`src/rtl/serial_frame_tx.sv`:
```
// Serial frame transmitter: sync 1101, 3-bit length N, then N+1 payload bits MSB first.
// Optional even-parity trailer bit when SERIAL_FRAME_TX_PARITY_EN is defined.
module serial_frame_tx (
  input  logic       clk,
  input  logic       rst,
  input  logic       start,
  input  logic [2:0] len,
  input  logic [7:0] data,
  output logic       serOut,
  output logic       busy,
  output logic       done
);

  localparam logic [2:0] S_IDLE    = 3'd0;
  localparam logic [2:0] S_SYNC    = 3'd1;
  localparam logic [2:0] S_LEN     = 3'd2;
  localparam logic [2:0] S_PAYLOAD = 3'd3;
`ifdef SERIAL_FRAME_TX_PARITY_EN
  localparam logic [2:0] S_PARITY  = 3'd4;
`endif
  localparam logic [2:0] S_DONE    = 3'd5;

  localparam logic [3:0] SYNC_PAT  = 4'b1101;

  logic [2:0] state;
  logic [2:0] state_nxt;
  logic [2:0] cnt;
  logic [2:0] cnt_nxt;
  logic [2:0] len_q;
  logic [7:0] data_q;
  logic       ser_nxt;
  logic       busy_nxt;
  logic       done_nxt;

`ifdef SERIAL_FRAME_TX_PARITY_EN
  // Even parity over data[n:0]; bits above n are masked off.
  function automatic logic payload_parity(input logic [2:0] n, input logic [7:0] d);
    logic [7:0] mask;
    mask = 8'hFF >> (3'd7 - n);
    return ^(d & mask);
  endfunction
`endif

  // Bit that belongs on the line while the machine sits in (st, c).
  function automatic logic frame_bit(input logic [2:0] st, input logic [2:0] c,
                                     input logic [2:0] n, input logic [7:0] d);
    logic [1:0] sync_idx;
    logic [1:0] len_idx;
    logic [2:0] pay_idx;
    logic       b;
    sync_idx = 2'd3 - c[1:0];
    len_idx  = 2'd2 - c[1:0];
    pay_idx  = n - c;
    b        = 1'b0;
    case (st)
      S_SYNC:    b = SYNC_PAT[sync_idx];
      S_LEN:     b = n[len_idx];
      S_PAYLOAD: b = d[pay_idx];
`ifdef SERIAL_FRAME_TX_PARITY_EN
      S_PARITY:  b = payload_parity(n, d);
`endif
      default:   b = 1'b0;
    endcase
    return b;
  endfunction

  always_comb begin
    state_nxt = S_IDLE;
    cnt_nxt   = 3'd0;
    case (state)
      S_IDLE: begin
        state_nxt = start ? S_SYNC : S_IDLE;
      end
      S_SYNC: begin
        if (cnt == 3'd3) begin
          state_nxt = S_LEN;
        end else begin
          state_nxt = S_SYNC;
          cnt_nxt   = cnt + 3'd1;
        end
      end
      S_LEN: begin
        if (cnt == 3'd2) begin
          state_nxt = S_PAYLOAD;
        end else begin
          state_nxt = S_LEN;
          cnt_nxt   = cnt + 3'd1;
        end
      end
      S_PAYLOAD: begin
        if (cnt == len_q) begin
`ifdef SERIAL_FRAME_TX_PARITY_EN
          state_nxt = S_PARITY;
`else
          state_nxt = S_DONE;
`endif
        end else begin
          state_nxt = S_PAYLOAD;
          cnt_nxt   = cnt + 3'd1;
        end
      end
`ifdef SERIAL_FRAME_TX_PARITY_EN
      S_PARITY: begin
        state_nxt = S_DONE;
      end
`endif
      S_DONE: begin
        state_nxt = S_IDLE;
      end
      default: begin
        state_nxt = S_IDLE;
      end
    endcase
  end

  // Outputs are registered from the next state so they line up with it.
  always_comb begin
    ser_nxt  = frame_bit(state_nxt, cnt_nxt, len_q, data_q);
    busy_nxt = (state_nxt == S_SYNC) || (state_nxt == S_LEN) || (state_nxt == S_PAYLOAD)
`ifdef SERIAL_FRAME_TX_PARITY_EN
               || (state_nxt == S_PARITY)
`endif
               ;
    done_nxt = (state_nxt == S_DONE);
  end

  always_ff @(posedge clk or posedge rst) begin
    if (rst) begin
      state  <= S_IDLE;
      cnt    <= 3'd0;
      serOut <= 1'b0;
      busy   <= 1'b0;
      done   <= 1'b0;
    end else begin
      state  <= state_nxt;
      cnt    <= cnt_nxt;
      serOut <= ser_nxt;
      busy   <= busy_nxt;
      done   <= done_nxt;
    end
  end

  // Frame contents are captured once at acceptance; later input changes are ignored.
  always_ff @(posedge clk) begin
    if ((state == S_IDLE) && start) begin
      len_q  <= len;
      data_q <= data;
    end
  end

endmodule

```
`config.mk`:
```
export PLATFORM = sky130hd
export DESIGN_NAME = serial_frame_tx
export DESIGN_NICKNAME = d
export VERILOG_FILES = /design/src/rtl/serial_frame_tx.sv
export SDC_FILE = /design/constraint.sdc
export NUM_CORES = 1
export LEC_CHECK = 0
export CORE_UTILIZATION = 55
export CTS_CLUSTER_SIZE = 28
export DETAILED_ROUTE_END_ITERATION = 7
export PLACE_DENSITY = 0.87
export SLEW_MARGIN = 15
export SYNTH_ARGS = -nofsm -noshare
export SYNTH_HDL_FRONTEND = slang
export SYNTH_SLANG_ARGS = --single-unit
export TNS_END_PERCENT = 30
```
`constraint.sdc`:
```
create_clock -name clk -period 4.9 [get_ports clk]
set_clock_uncertainty 0.1 [all_clocks]
set_input_delay 0.735 -clock clk [delete_from_list [all_inputs] [get_ports clk]]
set_output_delay 0.735 -clock clk [all_outputs]
set_load 0.005 [all_outputs]
```
==> flow_summary.ini <==
[status]
status = finished clean

[worst_setup_path]
cp_data_arrival_time_ps = 3410
slowest_stage = fa_1
cp_top_family = simple AND/OR/NAND/NOR gates
worst-setup-path-type = register to register
critPathMostFrequentCell = ha_1
cp.buffers_inverters = 0
crit_path_start_kind = register
critPathMaxFanout = 4
critPathMaxStageDelay_ps = 440
worstPathRequired_ps = 4980
worstPathCellList = ha_1, ha_1, nor2b_1, a211oi_2, nor3_1, or2_2, fa_1, xnor2_1, or3_1, and3_4, o31ai_2, o22ai_2
end_kind = register

[sta]
fmax_mhz = 300
fin_crit_sh_pct = 68.0
maxSlewHeadroom_pct = 38.6
fin_crit_ps = 3330
slew_viol_final = 0
fin_hold_ws_ps = 474
setup_viol = 0
finalSetupTns_ps = 0
hold_viol = 0
max_slew.worst_pin.slew_ps = 918
rsz0062_at_grt = no

[placed_design]
io_buffer_count = 16
routabilityCongestion = 0.866
hpwlAfterDp_mm = 1.41

[drt]
wl_per_cell_um = 13.1
wl_mm = 1.70
drt_iter0_drc = 16
via_per_inst = 5.28
vias = 687
drc = 0
drtAntennaViolNets = 0
first_pass_iters = 6

[global_routing]
use_met3_pct = 4.62
grt_start_max_net_pins = 13
gr-usage-met2_pct = 34.2
antenna_found_initial = 0
grt_pass1_vias = 686
grtUsageMet1_pct = 21.8
grt_first_pass_wirelength_mm = 2.84
overflow = 0
grt_most_used_layer = met2
grt.total_usage_pct = 19.3

[clocking]
cts_resized = 0
cts_inserted_buffers = 3
h-tree-depth = 1
ctsHoldBuffers = 0
max-clock-path-buffers = 2
clk_pin_slew_ps = 100
clk_latency_ps = 290
post_cts_buffers = 0
cts_sinks = 20
root_buffer = clkbuf_4
cts_tree = built

[yosys]
yosysWarnings = 0
ys_types = 39
netlist_instances = 85
synth_area_um2 = 1130
syn_nets = 106
synth.largest_area_cell = edfxtp_1
synth-seq-cells = 20
yosysTopAreaCellShare_pct = 29.3
syn_avg_cell_area_um2 = 13.2
seq_area_frac_synth_pct = 49.3
synthTopCellsByArea = edfxtp_1 29%, dfrtp_1 20%, ha_1 6.7%

[flow_run]
cap_violations = 0

[cells_and_area]
final_common_cell = clkdlybuf4s50_1
layout.nets = 125
area_delta_synth_final_pct = 18.2
mostFrequentLayoutCells = 16 x clkdlybuf4s50_1, 11 x edfxtp_1, 9 x inv_1, 9 x dfrtp_1, 7 x nor2_1
drive_above_1_share_pct = 20.4
diodes = 0

[floorplan]
io_pins = 17
coreArea_um2 = 1940
initial_core_util_pct = 58.0
die_h_um = 47.3
die_area_um2 = 2230
fp.dieW_um = 47.3
rows = 16

[power_and_ir_drop]
ir_drop_v = 0.000338
p_per_area_nw_per_um2 = 614
leakagePower_uw = 0.000541

[worst_hold_path]
min_path_type = register to register
[area by class of cell]
class,count,area (um2)
well taps,27,33.8
flip-flops and latches,20,556
inverters,9,33.8
repair buffers,16,160
fillers,150,611
multi-input cells,54,512
clock buffers,4,36.3
[path summary, 6_finish.rpt]
| kind | start | end | slack, ps | cells past startpoint |
|---|---|---|---|---|
| min reg2reg | state[2] | busy | 470 | 1 |
| min in group asynchronous | rst | cnt[0] | 590 | 2 |
| max reg2reg | cnt[0] | serOut | 1570 | 12 |
| min | state[2] | busy | 470 | 1 |
| max | cnt[0] | serOut | 1570 | 12 |
| max in group asynchronous | rst | state[1] | 3870 | 2 |
[registers in the layout (all words and copies together), names as in the netlist]
| register | count |
|---|---|
| len_q | 3 |
| cnt | 3 |
| done | 1 |
| busy | 1 |
| serOut | 1 |
| data_q | 8 |
| state | 3 |
[kinds of logic (layout without fill, tap and decap cells)]
family                     after synthesis  after routing  share of synthesized area [%]
buffers and inverters                   11             29                           5.22
muxes                                    3              3                           4.89
DFF                                     20             20                           49.3
and+or+nand+nor                         25             25                           14.3
xor gates and xnor gates                 4              4                           5.11
adders and majority gates                7              7                           8.44
AOI/OAI and AO/OA                       15             15                           12.7
[cell usage after synthesis]
master / instances
nand4bb_1: 1
o221a_2: 1
and2b_1: 1
nand2_1: 1
nor3_1: 2
o22ai_2: 1
nor3_2: 1
nor2_1: 7
clkbuf_8: 1
fa_1: 1
a21boi_0: 1
xnor2_1: 1
a21oi_1: 3
or2_2: 2
o211a_1: 1
dfrtp_1: 9
buf_6: 1
and3_4: 1
mux2i_1: 1
o31ai_2: 1
nor2b_1: 1
edfxtp_1: 11
nand3_1: 2
o21ai_1: 1
ha_1: 6
nand2b_1: 1
nand4bb_2: 1
a31oi_1: 1
nand3b_1: 2
or3_1: 1
o21bai_1: 1
o41ai_2: 1
nand2b_2: 1
a211oi_2: 1
xnor2_2: 3
o31ai_4: 1
o21ai_0: 1
mux4_2: 2
inv_1: 9
[per-layer routing]
layer / vias up / share of wire (%)
met2: 24 / 55
met3: 2 / 4.5
li1: 342 / -
met5: - / 0
met4: 0 / 0.35
met1: 319 / 40
[worst reg2reg max path, delay by kind of cell, from the launching register on]
kind | cells | cell delay, ps
and+or+nand+nor | 5 | 1090
adders and majority gates | 3 | 910
AOI/OAI and AO/OA | 3 | 550
DFF | 1 | 430
xor gates and xnor gates | 1 | 150
[power breakdown]
part	switching [uW]	internal, uW	total [uW]
logic	215	241	456
registers	46.9	224	271
clock network	44.7	45.3	89.9
[stage by stage]
stage / setup WS (ps) / utilization [%] / std cells / cell area [um2] / total power [uW]
after global routing: 1430 / 68.6 / 130 / 1330 / 886
after detailed placement: 1580 / 66.7 / 126 / 1290 / 730
after CTS: 1570 / 68.6 / 130 / 1330 / 822
after global placement: 1640 / 66.7 / 126 / 1290 / 714
final: 1570 / 68.6 / 130 / 1330 / 817
after floorplan: 1790 / - / 85 / 1130 / 646
Power figures use the tool's default switching activity.
